<file path="config.mk">
export PLATFORM = sky130hd
export DESIGN_NAME = mux_sel_arbiter
export DESIGN_NICKNAME = d
export VERILOG_FILES = /design/src/rtl/mux_sel_arbiter.sv
export SDC_FILE = /design/constraint.sdc
export NUM_CORES = 1
export LEC_CHECK = 0
export ABC_CLOCK_PERIOD_IN_PS = 3200
export CORE_AREA = 2 2 52 54
export DETAILED_ROUTE_END_ITERATION = 6
export DIE_AREA = 0 0 54 56
export MAX_ROUTING_LAYER = met4
export PLACE_DENSITY_LB_ADDON = 0.2
export REMOVE_ABC_BUFFERS = 1
export SLEW_MARGIN = 10
export SYNTH_ARGS = -nofsm -noshare
export SYNTH_HDL_FRONTEND = slang
export SYNTH_SLANG_ARGS = --single-unit
</file>
<file path="constraint.sdc">
create_clock -name clk -period 3.2 [get_ports clk]
set_input_delay 0.96 -clock clk [delete_from_list [all_inputs] [get_ports clk]]
set_output_delay 0.96 -clock clk [all_outputs]
set_load 0.1 [all_outputs]
</file>
<file path="src/rtl/mux_sel_arbiter.sv">
// Two-requester arbiter driving a tristate 2:1 mux: round-robin, hold-time
// preemption and break-before-make dead time between owners.
module mux_sel_arbiter #(
   parameter int HOLD_MAX = 8,
   parameter int DEAD_CYC = 1
) (
   input  logic clk,
   input  logic rst_n,
   input  logic req0,
   input  logic req1,
   output logic gnt0,
   output logic gnt1,
   output logic s,
   output logic busy,
   output logic last
);

   localparam logic [7:0] HOLD_LIM = 8'(HOLD_MAX);
   localparam logic [1:0] DEAD_LIM = 2'(DEAD_CYC);

   typedef enum logic [1:0] {IDLE, GRANT0, GRANT1, TURN} state_t;

   state_t     state_q, state_d;
   logic [7:0] hold_q, hold_d;
   logic [1:0] dead_q, dead_d;
   logic       last_q, last_d;
   logic       s_q, s_d;

   logic pick_vld, pick_idx, do_grant;
   logic own, mine, other;

   // Round-robin: the side that was not granted last wins a tie.
   always_comb begin
      pick_vld = req0 | req1;
      pick_idx = last_q;
      if (last_q ? req0 : req1) pick_idx = ~last_q;
   end

   always_comb begin
      state_d  = state_q;
      hold_d   = hold_q;
      dead_d   = dead_q;
      last_d   = last_q;
      s_d      = s_q;
      do_grant = 1'b0;
      own      = (state_q == GRANT1);
      mine     = own ? req1 : req0;
      other    = own ? req0 : req1;
      case (state_q)
         IDLE: begin
            hold_d   = 8'd0;
            dead_d   = 2'd0;
            do_grant = pick_vld;
         end
         GRANT0, GRANT1: begin
            if (!mine || (hold_q == HOLD_LIM && other)) begin
               state_d = TURN;
               dead_d  = 2'd1;
               hold_d  = 8'd0;
            end else if (hold_q != HOLD_LIM) begin
               hold_d = hold_q + 8'd1;
            end
         end
         TURN: begin
            if (dead_q == DEAD_LIM) begin
               do_grant = pick_vld;
               if (!pick_vld) begin
                  state_d = IDLE;
                  dead_d  = 2'd0;
               end
            end else begin
               dead_d = dead_q + 2'd1;
            end
         end
         default: state_d = IDLE;
      endcase
      if (do_grant) begin
         state_d = pick_idx ? GRANT1 : GRANT0;
         hold_d  = 8'd1;
         dead_d  = 2'd0;
         last_d  = pick_idx;
         s_d     = pick_idx;
      end
   end

   always_ff @(posedge clk) begin
      if (!rst_n) begin
         state_q <= IDLE;
         hold_q  <= 8'd0;
         dead_q  <= 2'd0;
         last_q  <= 1'b1;
         s_q     <= 1'b0;
      end else begin
         state_q <= state_d;
         hold_q  <= hold_d;
         dead_q  <= dead_d;
         last_q  <= last_d;
         s_q     <= s_d;
      end
   end

   assign gnt0 = (state_q == GRANT0);
   assign gnt1 = (state_q == GRANT1);
   assign busy = (state_q != IDLE);
   assign s    = s_q;
   assign last = last_q;

endmodule

</file>
# Word level (Yosys, flattened, before mapping)
# Cells that the tools add are included.
[word_totals]
in_bits = 4
reg_bits = 14
out_inout_bits = 5
[op_classes]
bitwise_logic = 3
n_mux = 19
n_eq_ne = 13
add_sub_neg = 2
n_reduce_logical = 14
[ops]
columns = ["operator", "count"]
rows = [
  ["8-bit two-way mux", 2],
  ["8-bit case mux with 2 select lines", 1],
  ["3-bit != test (second input constant)", 5],
  ["2-bit two-way mux", 7],
  ["8-bit by 1-bit adder with 8-bit output (second input constant)", 1],
  ["8-bit by 4-bit == test with 1-bit output (second input constant)", 1],
  ["8-bit by 4-bit != test with 1-bit output (second input constant)", 1],
  ["1-bit two-way mux", 6],
  ["2-bit case mux with 3 select lines", 1],
  ["2-bit AND reduction", 3],
  ["3-bit nonzero test", 2],
  ["2-bit by 1-bit == test with 1-bit output (second input constant)", 2],
  ["2-bit == test (second input constant)", 2],
  ["4-bit != test (second input constant)", 1],
  ["2-bit case mux with 2 select lines", 1],
  ["4-bit AND reduction", 1],
  ["2-bit nonzero test", 2],
  ["2-bit OR reduction", 2],
  ["2-bit by 1-bit adder with 2-bit output (second input constant)", 1],
  ["2-bit zero test", 1],
  ["2-bit != test (second input constant)", 1],
  ["1-bit NOT", 2],
  ["1-bit case mux with 2 select lines", 1],
  ["1-bit logical AND", 1],
  ["other kinds (3)", 3],
]

# Depth between registers and ports, before layout
[logic_depth]
depth_word = 7
ltp_mapped = 8
ltp_nobuf = 6

# Worst setup path before layout
# OpenSTA, ideal clock, no wires.
[synth_path]
kind = "flip-flop to output port"
start = "register state_q[0]"
end = "output port busy"
t_required_ns = 2.240
stages_incl_launch_ff = 5
slack_ns = 0.866
t_arrival_ns = 1.374
path_cell_list = "dfxtp_1 inv_1 ha_1 clkbuf_1 inv_1"
[synth_via]
elab_chain_cells = 1
[synth_rtl]
columns = ["element", "line_no", "source"]
rows = [
  ["start, declared", "23", "state_t state_q, state_d;"],
  ["start signal, assigned", "94", "state_q <= state_d;"],
  ["2-bit nonzero test", "104", "assign busy = (state_q != IDLE);"],
  ["end, declared", "14", "output logic busy,"],
]
# No other way between the ends.

# Worst setup path after layout
[layout_path]
start = "input port req0"
end = "register hold_q[0]"
[layout_via]
elab_chain_cells = 6
word_cells_on_any_way = 14
[layout_rtl]
columns = ["element", "line_no", "source"]
rows = [
  ["start, declared", "9", "input logic req0,"],
  ["branches (longest 6 deep; another with 4-bit != test)", "--", ""],
  ["end signal, assigned", "95", "hold_q <= hold_d;"],
  ["end, declared", "24", "logic [7:0] hold_q, hold_d;"],
]
# Several ways; the timed one is not identified.
# A chain may end at the register's enable or synchronous reset.

==> flow_summary.toml <==
[status]
outcome = "finished, final reports clean"

[final_layout]
layout-drive-gt1-share_pct = 17.0
finish.utilization_pct = 43.4
diodes = 0
area_delta_synth_final_pct = 13.2
fill_cells = 244
nets = 124

[route]
drt_iter0_drc = 14
avgRoutedWirePerCell_um = 14.1
dr.pass1.iters = 4
wl_um = 2000
ant_nets = 0
via_per_inst = 5.60
dr_total_vias = 795
drcViolationCount = 0

[sta]
fin_crit_ns = 2.53
final.setup.tns_ns = 0
fin_ws_ns = 0.666
worst-slew-pin-transition_ns = 0.588
slew_headroom_pct = 60.6
max_freq_ghz = 0.395
finalClockSkew_ns = 0.0112
slew_violations = 0
fin_hold_ws_ns = 0.494
hold_violations = 0
rsz0062_at_grt = "false"
fin_crit_sh_pct = 79.2
setup_viol = 0

[clock_network]
cts_resized = 0
cts-root-buf = "clkbuf_4"
max-clock-path-buffers = 2
cts_max_level = 1
cts_setup_buffers = 0
clk_latency_ns = 0.29
cts_tree = "built"
clk_pin_slew_ns = 0.10
cts_hold_buffers = 0
numCtsBuffers = 3
cts_sinks = 14

[floorplanning]
die_area_mm2 = 0.00302
fp-row-count = 18
core_mm2 = 0.00243
start_util_pct = 38.3
die_w_um = 54
ios = 9
dieHeight_um = 56

[min_path]
hold_path_startpoint = "last"
hold_class = "flop to flop"

[place]
hpwl_um = 1470
pre_cts_ws_ns = 0.403
place.gp.congestion = 0.746
port_buffers = 8

[setup_path]
cp-end-kind = "flop"
path_class = "primary input to flop"
crit_fanout = 8
crit_start = "req0"
worstSetupStartpointType = "primary input"
critPathArrivalTime_ns = 2.71
timing.rr.start = "state_q[1]"
crit_required_ns = 3.38

[yosys]
yosysTopAreaCellShare_pct = 30.1
async_flop_share_pct = 0
synth_cell_type_count = 44
yosys_warnings = 0
synthCells = 103
ys_seq_area_share_pct = 30.1
ys_ff_latch = 14
ys.flop_type = "dfxtp_1"
netlist_area_um2 = 932
yosysTopAreaCell = "dfxtp_1"
postSynthAreaPerCell_um2 = 9.05
synth_area_leaders = "dfxtp_1 30%, ha_1 8.1%, a21oi_1 3.8%"
synth_edf_count = 0

[grt]
grt_pass1_wl_um = 3370
grt_max_degree = 12
grt_antenna_before_repair = 0
overflow = 0
grt_pass1_vias = 738
grt_util_all_layers_pct = 15.2

[power_and_ir_drop]
p_per_area_mw_per_mm2 = 996
p_total_mw = 1.05
p_leak_nw = 0.386
ir_drop_v = 0.000640

[flow_run]
cap_violations = 0
## critical path, stage by stage
cell	delay, ns
clkdlybuf4s50_1	0.60
or4bb_1	0.47
a211oi_2	0.39
o21ai_0	0.15
o311a_1	0.13
## flip-flops by register name (all words and copies together) (netlist names)
signal / count
s: 1
state_q: 2
hold_q: 8
dead_q: 2
last: 1
## kinds of logic (layout without fill, tap and decap cells)
logic type,count (synthesis),after routing,share of synthesized area [%]
adder cells (fa/ha/maj),6,6,8.05
buffers and inverters,9,18,3.76
multiplexers,1,1,1.21
AND/OR/NAND/NOR,37,37,22.8
AO/OA/AOI/OAI,32,32,30.3
XOR/XNOR,4,4,3.76
flip-flops,14,14,30.1
## synthesized netlist by cell type (2+ instances only)
| cell type | number |
|---|---|
| nand2_1 | 9 |
| dfxtp_1 | 14 |
| a21oi_1 | 7 |
| o21ai_0 | 4 |
| o311a_1 | 2 |
| inv_1 | 6 |
| o21ai_1 | 4 |
| nor3_1 | 2 |
| clkbuf_1 | 2 |
| xor2_1 | 3 |
| nand4_1 | 4 |
| nor2b_1 | 3 |
| nor2_1 | 6 |
| a221oi_1 | 2 |
| ha_1 | 6 |
## area by class of cell
type	instances	area [um^2]	area share [%]
Multi-Input combinational cell	80	617	58.5
Tap cell	30	37.5	3.56
Inverter	6	22.5	2.14
Sequential cell	14	280	26.6
Clock buffer	3	22.5	2.14
Timing Repair Buffer	9	75.1	7.12
## power breakdown
group | internal, mW | leakage [nW] | switching (mW)
clock network | 0.0438 | 0.0138 | 0.0632
registers | 0.206 | 0.114 | 0.0266
logic | 0.229 | 0.258 | 0.482
total | 0.479 | 0.386 | 0.572
## per-layer routing
metal | GRT usage [%] | up-vias | share of wire (%) | routed length, um
met5 | - | - | 0 | 0
met4 | 2.14 | 0 | 0.75 | 15
met2 | 22.3 | 18 | 46 | 926
met1 | 20.9 | 367 | 49 | 977
met3 | 4.84 | 2 | 4.2 | 85
li1 | - | 408 | - | -
## cells in the final DEF (no fill, tap or decap), drive strengths merged, types with 2 or more instances in the layout
master         count
dfxtp             14
nand2              9
o21ai              8
a21oi              7
inv                6
nor2               6
ha                 6
buf                6
nand4              4
nor2b              3
xor2               3
clkbuf             3
clkdlybuf4s50      3
o311a              3
a221oi             2
nor3               2
o211ai             2
or2                2
## per-stage QoR
step / area, um^2 / std cells
after global placement: 1030 / 139
after global routing: 1050 / 142
after detailed placement: 1030 / 139
after floorplan: 920 / 100
final: 1050 / 142
after CTS: 1050 / 142
## path summary, 6_finish.rpt
check | cells after the start | end | slack, ns
hold reg to reg | 2 | last | 0.49
setup / recovery | 5 | hold_q[0] | 0.67
setup reg to reg | 6 | hold_q[0] | 0.87
hold / removal | 2 | last | 0.49
(Power assumes the default switching activity.)
==> edit 1: new RTL, same flow settings <==
Make the reset (`rst_n`) asynchronous in one clocked block.
--- a/src/rtl/mux_sel_arbiter.sv
+++ b/src/rtl/mux_sel_arbiter.sv
@@ -85,3 +85,3 @@
 
-   always_ff @(posedge clk) begin
+   always_ff @(posedge clk or negedge rst_n) begin
       if (!rst_n) begin
Behaviour: differs if rst_n is asserted again (counterexample within 4 cycles, from zero or initial values and one cycle with rst_n low); with rst_n held inactive, the same outputs for 10 cycles.
==> edit 1 against the original RTL <==
Final area grew 5.8%. Worst setup slack got worse by 110 ps. Wire length is 3.5% lower. Sequential cell count stayed put. Non-clock buffer count unchanged. Cell count is the same. Synthesized area is 7.9% higher.
Power is left out: the tool's default activity adds up to more than one toggle a clock period on the data nets, which glitch-free logic cannot reach.
==> edit 1: results (changes against the original RTL) <==
placed cell count=138 (was 139); pre-CTS setup slack=275.4 ps (was 403.4 ps); Syn Inst Count=103 (unchanged); library cell used as clock root buffer=clkbuf_4 (unchanged); registers with the most flip-flops=hold_q (8), dead_q (2), state_q (2) (unchanged); top register by number of flip-flops=hold_q (unchanged); number of levels in the clock H-tree=1 (unchanged); proportion of synthesized chip area in sequential cells=34.95% (was 30.07%); maximum fanout count along the critical path=10 (was 8); start of the worst register-to-register path=state_q[1] (unchanged); CTS Buffer Depth=2 (unchanged); wire length of the first global-routing pass=3187 um (was 3367 um); count of buffers inserted at the top-level ports=8 (unchanged); Global Route Usage Sum=14.58% (was 15.23%); worst hold path type=reg -> reg (unchanged); count of different cell masters after synthesis=40 (was 44); fraction of registers with async set or reset after synthesis=100.0% (was 0%); clk_skew=1.886 ps (was 11.21 ps); TritonCTS Buffers=3 (unchanged); transition time at the pin with the least slew margin=652.6 ps (was 587.8 ps); max-cap viol count=0 (unchanged); status=finished clean (unchanged); largest net degree at the start of global routing=15 (was 12); number of DRC markers in iteration 0=17 (was 14); Arr. time, crit path=2820 ps (was 2710 ps); cell types with the largest area share after synthesis=dfrtp_1 32%, ha_1 8.7%, a22o_1 4.4% (was dfxtp_1 30%, ha_1 8.1%, a21oi_1 3.8%); ratio of cells with drive above 1 in the final layout=22.32% (was 16.96%); Yosys warning count=0 (unchanged); placed wire-length estimate=1388 um (was 1470 um); Hold Path Cell Cnt=2 (unchanged); FF-to-FF End=hold_q[1] (was hold_q[0]); final net count=124 (unchanged); later-pin clock latency in the skew report=280 ps; Post CTS Setup Buffer Count=0 (unchanged); final non-filler cell total=142 (unchanged); startpoint of the worst hold path=dead_q[1] (was last); worst r2r path cells=6 (unchanged); Reg2Reg Setup Slack=1180 ps (was 870 ps); post-cts gate resize count=0 (unchanged); antenna cell count=0 (unchanged); vias per inst=5.500 (was 5.599); Clk pin slew, worst setup/hold paths=90 ps; top cells by instance count after synthesis=13 x dfrtp_1, 7 x ha_1, 7 x inv_1, 7 x nand2_1, 6 x a21oi_1 (was 14 x dfxtp_1, 9 x nand2_1, 7 x a21oi_1); via count of the first global-routing pass=716 (was 738); iteration count of the initial detailed-routing pass=4 (unchanged); number of fillers in the final layout=244 (unchanged); WHS=521.5 ps (was 494.0 ps); hold worst-path end=dead_q[1] (was last); weighted congestion reported at the end of routability-driven placement=0.7672 (was 0.7462); detailed-route wire length=1934 um (was 2004 um); antenna violations before repair=0 (unchanged)
[edit 1: cell type report]
type | instances | area [um^2] | area share [%]
clock buffer | 4 | 36.28 | 3.251
inverter | 7 | 26.28 | 2.354
multi-input combinational | 78 | 589.3 | 52.80
sequential | 14 | 351.6 | 31.50
tap | 30 | 37.54 | 3.363
timing repair buffer | 9 | 75.07 | 6.726
[edit 1: logic make-up (layout without fill, tap and decap cells)]
kind of cell               count (synthesis)  count (layout)  share of synthesized area [%]
AOI/OAI and AO/OA                         36              36                          26.24
and+or+nand+nor                           32              32                          20.77
DFF                                       14              14                          34.95
buffers and inverters                     11              20                          6.467
adders and majority gates                  7               7                          8.706
muxes                                      2               2                          1.990
xor gates and xnor gates                   1               1                         0.8708
[edit 1: worst max-delay path, cell delays in order]
cell and delay [ps]:
clkdlybuf4s50_1 560, or2_2 390, a211oi_1 270, a31oi_2 160, nor2b_4 220, a2bb2o_2 260
[edit 1: worst max path at each step]
stage	startpoint	end	cells past startpoint
4_1_cts	req1	hold_q[1]	6
2_1_floorplan	state_q[0]	hold_q[5]	7
6_report	req1	hold_q[1]	6
5_1_grt	req1	hold_q[1]	6
3_3_place_gp	req1	hold_q[1]	6
3_5_place_dp	req1	hold_q[1]	6
[edit 1: metal layers]
layer  global-route usage, %  part of all wire (%)  vias to the layer above
li1                        -                     -                      388
met1                   20.57                    52                      384
met2                   20.21                    44                        7
met3                   4.032                   2.3                        2
met4                   4.286                  0.98                        0
met5                       -                     0                        -
[edit 1: through the flow]
step / area, um^2 / util [%]
after CTS: 1116 / 45.88
after global placement: 1080 / 44.39
after detailed placement: 1080 / 44.39
after global routing: 1116 / 45.88
final: 1116 / 45.88
after floorplan: 967.2 / -
==> edit 2: new RTL, config.mk and constraints unchanged <==
Without the edit above. Change the parameter `HOLD_MAX` from 8 to 4.
--- a/src/rtl/mux_sel_arbiter.sv
+++ b/src/rtl/mux_sel_arbiter.sv
@@ -3,3 +3,3 @@
 module mux_sel_arbiter #(
-   parameter int HOLD_MAX = 8,
+   parameter int HOLD_MAX = 4,
    parameter int DEAD_CYC = 1
Behaviour: not the same (a bounded check fails within 10 cycles, from zero or initial values and one cycle with rst_n low).
==> edit 2 against the original RTL <==
Final area up 2.4%. Total power up 4.0%. Sequential cell count unchanged. Count of clock-buffer cells in the layout up 1. Synthesized area up 0.81%. Worst setup slack worse by 3.9 ps. Wire length up 1.0%. Die area unchanged.
==> edit 2: results (changes against the original RTL) <==
routed via count=806 (was 795); antenna cell count=0 (unchanged); library cell used as clock root buffer=clkbuf_4 (unchanged); top cells by instance count after synthesis=14 x dfxtp_1, 8 x a21oi_1, 7 x nand2_1 (was 14 x dfxtp_1, 9 x nand2_1, 7 x a21oi_1); worst hold path type=reg -> reg (unchanged); Placed Instance Area=0.001044 mm^2 (was 0.001032 mm^2); count of buffers inserted at the top-level ports=8 (unchanged); slowest cell on the critical path=or4bb_1 (was clkdlybuf4s50_1); status=finished clean (unchanged); number of hold buffers added after CTS=0 (unchanged); ratio of cells with drive above 1 in the final layout=17.54% (was 16.96%); detailed-route wire length=2024 um (was 2004 um); Hold Path Cell Cnt=1 (was 2); fraction of registers with async set or reset after synthesis=0% (unchanged); TritonCTS Buffers=3 (unchanged); mux cell area share after synthesis=1.198% (was 1.208%); Clk pin slew, worst setup/hold paths=100 ps (about the same); leakage power of the design=0.0003823 uW (was 0.0003861 uW); Post-synth top flop=dfxtp_1 (unchanged); Adder-Cell Fraction of Synth Area=7.989% (was 8.054%); Arr. time, crit path=2730 ps (was 2710 ps); later-pin clock latency in the skew report=290 ps (about the same); final net count=125 (was 124); worst setup path startpoint=req1 (was req0); maximum fanout count along the critical path=8 (unchanged); largest net degree at the start of global routing=12 (unchanged); critical path endpoint=hold_q[0] (unchanged); number of DRC markers in iteration 0=27 (was 14); count of different cell masters after synthesis=46 (was 44); cell types with the largest area share after synthesis=dfxtp_1 30%, ha_1 8.0%, a21oi_1 4.3% (was dfxtp_1 30%, ha_1 8.1%, a21oi_1 3.8%); CTS Buffer Depth=2 (unchanged); number of levels in the clock H-tree=1 (unchanged); Global Route Usage Sum=16.06% (was 15.23%); weighted congestion reported at the end of routability-driven placement=0.8222 (was 0.7462); worst r2r path cells=6 (unchanged); Post CTS Setup Buffer Count=0 (unchanged); start of the worst register-to-register path=state_q[1] (unchanged); Critical Path Max Stage Delay=580 ps (was 600 ps); post-cts gate resize count=0 (unchanged); registers with the most flip-flops=hold_q (8), dead_q (2), state_q (2) (unchanged); Yosys warning count=0 (unchanged); placed wire-length estimate=1483 um (was 1470 um); area share of xor/xnor cells in the synthesized design=2.796% (was 3.758%); Reg2Reg Setup Slack=930 ps (was 870 ps); clk_skew=11.59 ps (was 11.21 ps); area fraction in compound gates after synthesis=30.36% (was 30.34%); iteration count of the initial detailed-routing pass=4 (unchanged); wire length of the first global-routing pass=3491 um (was 3367 um); Peak supply drop=0.6887 mV (was 0.6401 mV); transition time at the pin with the least slew margin=533.1 ps (was 587.8 ps); via count of the first global-routing pass=789 (was 738); number of fillers in the final layout=250 (was 244); Yosys top cell area share=29.83% (was 30.07%); proportion of synthesized chip area in sequential cells=29.83% (was 30.07%); antenna violations before repair=0 (unchanged); FF-to-FF End=hold_q[0] (unchanged)
-- edit 2: cell count changes in the layout (fill, tap and decap cells not counted), moves of 2 or more --
cell and delta:
o21ai_1 -3, nand2_1 -2, nand2b_1 +2, o21ai_0 +2
-- edit 2: worst max-delay path: cells and delay by family --
family | cells | cell delay, ps
buf+inv | 1 | 520
simple gates | 2 | 760
compound gates | 2 | 490
-- edit 2: power by group --
| part | internal [uW] | leakage (uW) | switching [uW] | total, uW |
|---|---|---|---|---|
| registers | 206 | 0.000114 | 29.5 | 235 |
| logic | 241 | 0.000247 | 485 | 726 |
| clock network | 69.2 | 0.0000210 | 61.9 | 131 |
| total | 516 | 0.000382 | 576 | 1090 |
-- edit 2: cell families (layout without fill, tap and decap cells) --
logic type,Yosys count,in the layout
flops,14,14
simple gates,39,39
compound gates,33,33
fa+ha+maj,6,6
buf+inv,7,18
mux,1,1
xor+xnor,3,3
-- edit 2: stage by stage --
step | std cells | worst slack (ps) | total power [uW] | hold slack (ps) | utilization [%]
floorplan | 101 | 848.3 | 829.7 | 468.7 | -
global route | 144 | 527.6 | 1172 | 518.3 | 44.39
CTS | 144 | 672.0 | 1101 | 503.2 | 44.39
global placement | 140 | 390.6 | 969.8 | 485.8 | 42.90
finish | 144 | 661.9 | 1093 | 502.5 | 44.39
detailed placement | 140 | 356.5 | 965.5 | 489.6 | 42.90
-- edit 2: per-layer routing --
metal	share of wire [%]	up-vias	GRT usage, %
li1	-	414	-
met3	3.4	2	4.839
met4	0.49	0	4.286
met2	47	12	24.74
met5	0	-	-
met1	49	378	20.13
-- edit 2: worst min-delay path by stage --
stage          startpoint   endpoint
5_1_grt         dead_q[1]  dead_q[1]
3_5_place_dp    dead_q[1]  dead_q[1]
4_1_cts         dead_q[1]  dead_q[1]
3_3_place_gp         last       last
2_1_floorplan   dead_q[1]  dead_q[1]
6_report        dead_q[1]  dead_q[1]
-- edit 2: layout make-up --
class                           instances  area (um^2)  area share [%]
Sequential cell                        14        280.3           25.96
Inverter                                5        18.77           1.738
Clock buffer                            4        36.28           3.360
Multi-Input combinational cell         82        631.9           58.52
Tap cell                               30        37.54           3.476
Timing Repair Buffer                    9        75.07           6.952
